$ cat src/rtl/regfile_write_sequencer.sv
// Single write-port owner for the 32x32 register file: zero-fill sweep after reset,
// then round-robin arbitration between ALU (req 0) and load (req 1) writeback.
module regfile_write_sequencer #(
    parameter int ADDR_W       = 5,
    parameter int DATA_W       = 32,
    parameter int REGS         = 32,
    parameter bit DISCARD_ZERO = 1'b1
) (
    input  logic              Clock,
    input  logic              Reset,
    input  logic              Req0_Valid,
    input  logic [ADDR_W-1:0] Req0_Adr,
    input  logic [DATA_W-1:0] Req0_Data,
    output logic              Req0_Ready,
    input  logic              Req1_Valid,
    input  logic [ADDR_W-1:0] Req1_Adr,
    input  logic [DATA_W-1:0] Req1_Data,
    output logic              Req1_Ready,
    output logic              WEn,
    output logic [ADDR_W-1:0] Write_Adr,
    output logic [DATA_W-1:0] Write_Data,
    output logic              Init_Busy,
    output logic [15:0]       Stall_Count
);

    typedef enum logic {INIT, RUN} state_t;

    state_t            state;
    state_t            state_nxt;
    logic [ADDR_W-1:0] cnt;
    logic              cnt_last;
    logic              last_grant;
    logic              grant0;
    logic              grant1;
    logic              stall;

    assign cnt_last = (cnt == ADDR_W'(REGS - 1));

    always_ff @(posedge Clock or negedge Reset) begin
        if (!Reset) state <= INIT;
        else        state <= state_nxt;
    end

    always_comb begin
        state_nxt = state;
        if (state == INIT && cnt_last) state_nxt = RUN;
    end

    // A tie goes to whichever requester did not win the previous grant.
    always_comb begin
        grant0    = 1'b0;
        grant1    = 1'b0;
        stall     = 1'b0;
        Init_Busy = 1'b1;
        if (state == RUN) begin
            Init_Busy = 1'b0;
            grant0    = Req0_Valid & (~Req1_Valid | last_grant);
            grant1    = Req1_Valid & (~Req0_Valid | ~last_grant);
            stall     = (Req0_Valid & ~grant0) | (Req1_Valid & ~grant1);
        end
    end

    assign Req0_Ready = grant0;
    assign Req1_Ready = grant1;

    always_ff @(posedge Clock or negedge Reset) begin
        if (!Reset) begin
            cnt <= '0;
        end else if (state == INIT) begin
            cnt <= cnt + 1'b1;
        end
    end

    always_ff @(posedge Clock or negedge Reset) begin
        if (!Reset) begin
            last_grant <= 1'b1;
        end else if (grant0) begin
            last_grant <= 1'b0;
        end else if (grant1) begin
            last_grant <= 1'b1;
        end
    end

    // Address-0 writes are still accepted; only the enable is suppressed.
    always_ff @(posedge Clock or negedge Reset) begin
        if (!Reset) begin
            WEn        <= 1'b0;
            Write_Adr  <= '0;
            Write_Data <= '0;
        end else if (state == INIT) begin
            WEn        <= 1'b1;
            Write_Adr  <= cnt;
            Write_Data <= '0;
        end else if (grant0) begin
            WEn        <= ~(DISCARD_ZERO && (Req0_Adr == '0));
            Write_Adr  <= Req0_Adr;
            Write_Data <= Req0_Data;
        end else if (grant1) begin
            WEn        <= ~(DISCARD_ZERO && (Req1_Adr == '0));
            Write_Adr  <= Req1_Adr;
            Write_Data <= Req1_Data;
        end else begin
            WEn        <= 1'b0;
        end
    end

    always_ff @(posedge Clock or negedge Reset) begin
        if (!Reset) begin
            Stall_Count <= '0;
        end else if (stall && (Stall_Count != '1)) begin
            Stall_Count <= Stall_Count + 16'd1;
        end
    end

endmodule
$ cat config.mk
export PLATFORM = sky130hd
export DESIGN_NAME = regfile_write_sequencer
export DESIGN_NICKNAME = d
export VERILOG_FILES = /design/src/rtl/regfile_write_sequencer.sv
export SDC_FILE = /design/constraint.sdc
export NUM_CORES = 1
export LEC_CHECK = 0
export CAP_MARGIN = 40
export CORE_ASPECT_RATIO = 0.7
export CORE_MARGIN = 8
export CORE_UTILIZATION = 38
export CTS_CLUSTER_DIAMETER = 50
export DETAILED_ROUTE_END_ITERATION = 10
export PLACE_DENSITY_LB_ADDON = 0.2
export SYNTH_ARGS = -nofsm -noshare
export SYNTH_HDL_FRONTEND = slang
export SYNTH_SLANG_ARGS = --single-unit
$ cat constraint.sdc
create_clock -name Clock -period 1.7 [get_ports Clock]
set_input_delay 0.425 -clock Clock [delete_from_list [all_inputs] [get_ports Clock]]
set_output_delay 0.425 -clock Clock [all_outputs]
set_load 0.01 [all_outputs]
==> flow_summary.toml, run 1 <==
[setup_path]
worstPathRequired_ns = 1.27
worstSetupPathType = "reg -> out"
cp-start-kind = "register"
cpMaxStageDelayCell = "dfstp_2"
crit_chain = "nand2b_4 > and2_4 > buf_6"
end_kind = "primary output"
crit_fanout = 2
critical_path_buf_inv_count = 1
path_delay_family = "flip-flops"
cp.arrival_ns = 1.25
cpPeakStageDelay_ns = 0.53

[timing]
slew_headroom = 0.642
min_period_ns = 1.68
fin_setup_tns_ns = 0
setup_violations = 0
rsz0062_at_grt = "true"
hold_viol_final = 0
slew_violations = 0
clock_skew_ns = 0.00459
tightest_slew_ns = 0.537
setup_ws_ns = 0.0246
period_share = 0.986
fin_hold_ws_ns = 0.0875
max_freq_mhz = 597

[cells_and_area]
antenna_cells = 0
area_delta_synth_final_pct = 69.9
fin_nets = 522
stdcell_count = 546
layout-drive-gt1-share = 0.189

[synth]
syn_nets = 356
synthCells = 275
synth.avg_cell_area_um2 = 11.0
yosysTopAreaCell = "dfrtp_1"
synthTopCellsByCount = "dfrtp_1, nand3_1, mux2i_1"
yosysUniqueCellTypes = 42
yosys_most_used_dff = "dfrtp_1"
yosysTopAreaCellShare = 0.497
yosysMostFrequentCell = "dfrtp_1"
ys_seq_area_frac = 0.506
netlist_area_mm2 = 0.00302
synthArstFlopShare = 1.00
synth_edf_count = 0
synth_area_leaders = "dfrtp_1, mux2i_1, nand3_1, o21ai_0, xnor2_1"
yosys_register_bits = 61
synth_warnings = 0

[die]
start_util = 0.387
core_area_mm2 = 0.00780
die_width_um = 123
die_h_um = 90.6
fp.dieArea_mm2 = 0.0111
rows = 27
io_pins = 135

[clock_network]
root_buffer = "clkbuf_16"
clock-sinks = 61
h-tree-depth = 3
cts_buffers = 9
cts_buffer_depth = 2
clk_latency_ns = 0.32
path_clk_slew_ns = 0.05
cts_tree = "yes"

[placement]
dp.cells = 522
dp_slack_ns = -0.534
detailed_place_hpwl_um = 6950
portBuffers = 134
gp_congestion = 0.778

[power_and_ir_drop]
power_leakage_uw = 0.00233
powerDensity_mw_per_mm2 = 914
total_power_uw = 4690
irDropWorstVdd_uv = 544

[global_routing]
grt_pass1_wl_um = 15500
grt_antenna_before_repair = 0
overflow = 0
grt_max_degree = 48
grt_usage = 0.176
grt_pass1_vias = 3000

[routing]
first_pass_iters = 4
drtIter0Drc = 83
drc_errors = 0
via_per_inst = 5.09
vias = 2779
postRouteWirelength_um = 9590
route.detailed.wl_per_inst_um = 17.6
postRouteAntennaNets = 0

[min_path]
hold_path.class = "in -> async"

[run]
cap_violations = 0

[status]
outcome = "finished, final reports clean"
==> worst reg2reg max path: stages (launching register included) <==
cell and delay [ns]:
dfrtp_1 0.35, buf_4 0.13, ha_4 0.14, nand4_4 0.12, nor4_4 0.25, buf_4 0.19, nor2_2 0.06, mux2_4 0.29
==> metrics by stage <==
step / instance area [µm²] / utilization
2_1_floorplan: 3040 / -
3_3_place_gp: 4700 / 0.603
3_5_place_dp: 4700 / 0.603
4_1_cts: 5050 / 0.647
5_1_grt: 5130 / 0.658
6_report: 5130 / 0.658
==> power by group <==
group	internal (µW)	switching (µW)	leakage, µW	total, µW
combinational	754	516	0.00144	1270
sequential	1610	81.8	0.000753	1690
clock	1120	613	0.000138	1730
==> sequential cells by signal, summed over array words and instances, names as in the netlist <==
register     count
last_grant       1
Stall_Count     16
WEn              1
cnt              5
Write_Adr        5
Write_Data      32
state            1
==> worst paths after layout <==
path	startpoint	endpoint	slack [ns]	cells after the start
min in group Clock	Stall_Count[7]	Stall_Count[7]	0.50	1
max reg2reg	Stall_Count[0]	Stall_Count[1]	0.07	7
min	Reset	cnt[3]	0.09	1
min reg2reg	Stall_Count[7]	Stall_Count[7]	0.50	1
max	last_grant	Req0_Ready	0.02	3
max in group asynchronous	Reset	Write_Data[3]	1.10	2
==> what timing repair did <==
item                       in CTS  in global routing
hold buffers                    0                  0
setup endpoints to repair      48                 34
hold endpoints to repair        0                  0
pin swaps                       1                  3
gates resized for setup        31                 21
gates cloned                    1                  0
setup buffers                   6                  2
==> cell families (layout without fill, tap and decap cells) <==
logic type / count (synthesis) / count (layout) / synth area share
AOI/OAI and AO/OA: 48 / 48 / 0.0899
xor gates and xnor gates: 15 / 15 / 0.0435
adders and majority gates: 3 / 3 / 0.0124
buffers and inverters: 24 / 194 / 0.0410
DFF: 61 / 61 / 0.506
muxes: 41 / 41 / 0.139
and+or+nand+nor: 83 / 83 / 0.168
==> layout by cell type (no fill, tap or decap), types with 7 or more instances in the layout <==
master,instances
dlygate4sd2_1,15
o21ai_1,7
xnor2_1,8
o21ai_0,27
mux2i_1,36
xor2_1,7
buf_4,30
dfrtp_1,56
clkdlybuf4s50_1,109
nand2_1,8
nand3_1,41
clkbuf_16,9
==> final cells by class <==
class | instances | area [µm²]
clock buffer | 10 | 229
clock inverter | 5 | 52.6
fill | 627 | 2670
inverter | 6 | 22.5
multi-input combinational | 190 | 1450
sequential | 61 | 1530
tap | 101 | 126
timing repair buffer | 173 | 1720
==> metal layers <==
metal,vias up,global-route usage,wire length [µm],part of all wire
li1,1341,-,-,-
met3,21,0.0687,730,0.076
met5,-,0,0,0
met2,88,0.285,4620,0.48
met1,1329,0.202,4010,0.42
met4,0,0.0738,228,0.024
No activity file was read; power rests on OpenSTA's default activity.
==> run 2: changes to the inputs <==
- CORE_UTILIZATION: 38 -> 45
- clock period: 1.7 -> 2 ns (I/O delays scaled with it)
==> flow_summary.toml, run 2 (synthesized netlist as in run 1, its figures left out) <==
[status]
outcome = "finished, final reports clean"

[clock_network]
cts_buffer_depth = 2
cts_buffers = 9
root_buffer = "clkbuf_8"
clk_latency_ns = 0.33
cts_tree = "yes"
post_cts_buffers = 0
h-tree-depth = 3
path_clk_slew_ns = 0.06
clock-sinks = 61

[routing]
postRouteWirelength_um = 8840
drc_errors = 0
drtIter0Drc = 118
via_per_inst = 5.14
vias = 2662
route.detailed.wl_per_inst_um = 17.1
postRouteAntennaNets = 0
first_pass_iters = 4

[cells_and_area]
antenna_cells = 0
fill_cells = 535
area_delta_synth_final_pct = 55.8
top_regs = "Write_Data x32, Stall_Count x16"
multi_input_area_mm2 = 0.00139
largest_reg_flops = 32
layout_commonest_cell = "clkdlybuf4s50_1"
largest_register = "Write_Data"
layout_common_cells = "clkdlybuf4s50_1, dfrtp_1, nand3_1"
layout-drive-gt1-share = 0.118
seqCellArea_mm2 = 0.00153
fin_nets = 500

[timing]
slew_violations = 0
slew_headroom = 0.686
period_share = 0.977
min_period_ns = 1.95
max_freq_mhz = 512
clock_skew_ns = 0.00435
tightest_slew_ns = 0.468
rsz0062_at_grt = "false"
setup_violations = 0
fin_setup_tns_ns = 0
hold_viol_final = 0

[die]
rows = 25
core_area_mm2 = 0.00663
die_h_um = 84.5
die_width_um = 114
start_util = 0.455
fp.dieArea_mm2 = 0.00963
io_pins = 135

[placement]
detailed_place_hpwl_um = 6720
portBuffers = 134
gp_congestion = 0.879

[run]
cap_violations = 0

[setup_path]
worstSetupPathType = "in -> out"
end_kind = "primary output"
cp.arrival_ns = 1.45
crit_fanout = 2
cp-start-kind = "input pin"
worstPathRequired_ns = 1.50

[global_routing]
grt_antenna_before_repair = 0
grt_max_degree = 39
grt_usage = 0.188
grt_pass1_vias = 2812
overflow = 0
grt_pass1_wl_um = 14300

[power_and_ir_drop]
irDropWorstVdd_uv = 451
powerDensity_mw_per_mm2 = 681
power_leakage_uw = 0.00201
total_power_uw = 3210

[min_path]
hold_path.class = "in -> async"
run 2: changes by cell type in the layout (fill, tap and decap cells not counted), moves of 6 or more:
cell / previous run / this run
clkdlybuf4s50_1: 109 / 129
buf_4: 30 / 13
dlygate4sd2_1: 15 / 2
clkbuf_16: 9 / 0
clkbuf_8: 0 / 9
dlymetal6s2s_1: 6 / 0
run 2: layer usage:
layer,global-route usage,share of wire
met5,0,0
met2,0.313,0.49
met1,0.210,0.41
met4,0.0830,0.024
met3,0.0716,0.069
run 2: layout make-up:
| cell class | instances | area share |
|---|---|---|
| Clock buffer | 11 | 0.0279 |
| Clock inverter | 5 | 0.00585 |
| Inverter | 6 | 0.00479 |
| Multi-Input combinational cell | 190 | 0.294 |
| Sequential cell | 61 | 0.325 |
| Tap cell | 94 | 0.0250 |
| Timing Repair Buffer | 151 | 0.317 |
run 2: metrics by stage:
step                      hold slack [ns]  utilization  cell area (µm²)  setup slack (ns)  instances
after floorplan                     0.204            -             3020             0.269        275
after global placement              0.466        0.686             4550            -0.390        502
after detailed placement            0.467        0.686             4550            -0.420        502
after CTS                           0.108        0.710             4710            0.0454        518
after global routing                0.118        0.710             4710           0.00162        518
final                               0.103        0.710             4710            0.0457        518
run 2: path summary, 6_finish.rpt:
path	from	end	slack, ns	cells after the start
worst max-delay path	Req0_Valid	Req0_Ready	0.05	4
worst min-delay path	Reset	Write_Data[20]	0.10	1
worst max register to register	Stall_Count[0]	Stall_Count[1]	0.17	5
worst min register to register	Stall_Count[7]	Stall_Count[7]	0.50	1
max in group asynchronous	Reset	Write_Data[9]	1.37	2
min in group Clock	Stall_Count[7]	Stall_Count[7]	0.50	1
run 2: repair_timing:
action	4_1_cts	5_1_grt
hold buffers	0	0
endpoints found under the setup margin	7	0
gates resized for setup	12	0
run 2: report_power, final:
group / total (µW) / internal (µW) / switching (µW)
Clock: 896 / 441 / 455
Combinational: 843 / 505 / 337
Sequential: 1470 / 1370 / 103
run 2: worst max-delay path: stages:
cell and delay, ns:
clkdlybuf4s50_1 0.49, and2_1 0.15, and2_2 0.16, buf_2 0.15
==> run 3: changes to the inputs <==
- CORE_UTILIZATION: 45 -> 40
- clock period: 2 -> 2.1 ns (I/O delays scaled with it)
==> flow_summary.toml, run 3 (synthesized netlist as in run 1, its figures left out) <==
[cells_and_area]
layout_commonest_cell = "clkdlybuf4s50_1"
area_delta_synth_final_pct = 56.8
layout-drive-gt1-share = 0.110
fill_cells = 629
top_regs = "Write_Data x32, Stall_Count x16"
multi_input_area_mm2 = 0.00139
seqCellArea_mm2 = 0.00153
largest_reg_flops = 32
fin_area_mm2 = 0.00474
fin_nets = 498
layout_common_cells = "clkdlybuf4s50_1, dfrtp_1, nand3_1"
largest_register = "Write_Data"
antenna_cells = 0

[power_and_ir_drop]
p_comb_frac = 0.256
p_int_uw = 2360
irDropWorstVdd_uv = 428
clkPwrFrac = 0.307
power_leakage_uw = 0.00201
seqPwrFrac = 0.438
switching_share = 0.264
powerDensity_mw_per_mm2 = 676
power_switching_uw = 843

[die]
rows = 26
core_area_mm2 = 0.00732
start_util = 0.413
die_width_um = 120
fp.dieArea_mm2 = 0.0106
die_h_um = 88.7
io_pins = 135

[timing]
period_share = 0.978
slew_violations = 0
tightest_slew_ns = 0.530
slew_headroom = 0.647
setup_violations = 0
hold_viol_final = 0
setup_ws_ns = 0.0462
max_freq_mhz = 487
rsz0062_at_grt = "false"
min_period_ns = 2.05
clock_skew_ns = 0.00628

[clock_network]
postCtsHoldBufs = 0
clk_latency_ns = 0.33
cts_tree = "yes"
cts_buffers = 9
clock-sinks = 61
path_clk_slew_ns = 0.06
root_buffer = "clkbuf_8"
cts_buffer_depth = 2
h-tree-depth = 3

[routing]
drc_errors = 0
postRouteAntennaNets = 0
via_per_inst = 5.16
wl_met2_um = 4110
drtIter0Drc = 135
top_layer_used = "met4"
vias = 2674
postRouteWirelength_um = 8950
wl_met3_um = 842
met1_length_um = 3870
route.detailed.wl_per_inst_um = 17.3
first_pass_iters = 4

[placement]
gp_congestion = 0.742
detailed_place_hpwl_um = 6840
portBuffers = 134
place_area_mm2 = 0.00455
dp_slack_ns = -0.429

[global_routing]
grt_pass1_vias = 2860
grt_pass1_wl_um = 14300
grt_antenna_before_repair = 0
grt_usage = 0.172
grt_max_degree = 43
overflow = 0

[status]
outcome = "finished, final reports clean"

[min_path]
hold_path.class = "in -> async"

[setup_path]
r2r-start = "Stall_Count[1]"
cp.arrival_ns = 1.53
worstSetupPathType = "in -> out"
cpPeakStageDelay_ns = 0.48
r2r_setup_slack_ns = 0.19
worstPathRequired_ns = 1.57
cpMaxStageDelayCell = "clkdlybuf4s50_1"
path_delay_family = "buffers and inverters"
cp-startpoint = "Req1_Valid"
critical_path_buf_inv_count = 3
cp-start-kind = "input pin"
crit_chain = "clkdlybuf4s50_1 > buf_6 > nand2b_1 > and2_4 > buf_2"
crit_fanout = 4
end_kind = "primary output"

[run]
cap_violations = 0
-- run 3: worst paths after layout --
kind / depth (start not counted) / end
min in group Clock: 1 / Stall_Count[7]
max in group asynchronous: 2 / Stall_Count[7]
worst max register to register: 5 / Stall_Count[1]
worst max-delay path: 5 / Req0_Ready
worst min register to register: 1 / Stall_Count[7]
worst min-delay path: 1 / Write_Adr[4]
-- run 3: metrics by stage --
step	hold WS [ns]	power [µW]	TNS [ns]	cells	util
6_report	0.173	3200	0	518	0.647
5_1_grt	0.193	3380	0	518	0.647
4_1_cts	0.171	3250	0	517	0.645
3_5_place_dp	0.486	2250	-10.81	503	0.621
3_3_place_gp	0.484	2220	-10.06	503	0.621
2_1_floorplan	0.229	1730	0	275	-
-- run 3: layer usage --
metal  global-route usage  vias to the layer above
li1                     -                     1290
met1                0.196                     1278
met2                0.278                       95
met3               0.0899                       11
met4               0.0497                        0
met5                    0                        -
-- run 3: repair_timing --
action	CTS	global route
resized for setup	12	1
setup buffers	0	1
setup endpoints to repair	9	2
-- run 3: final cells by class --
cell class / instances / area share
Sequential cell: 61 / 0.323
Timing Repair Buffer: 149 / 0.316
Multi-Input combinational cell: 190 / 0.293
Clock buffer: 12 / 0.0306
Tap cell: 98 / 0.0259
Clock inverter: 2 / 0.00740
Inverter: 6 / 0.00476
-- run 3: power groups by stage --
stage / registers [µW] / logic (µW) / clock network [µW]
6_report: 1400 / 818 / 981
5_1_grt: 1420 / 887 / 1070
4_1_cts: 1400 / 832 / 1010
3_5_place_dp: 1420 / 828 / 0
3_3_place_gp: 1410 / 811 / 0
2_1_floorplan: 1470 / 261 / 0
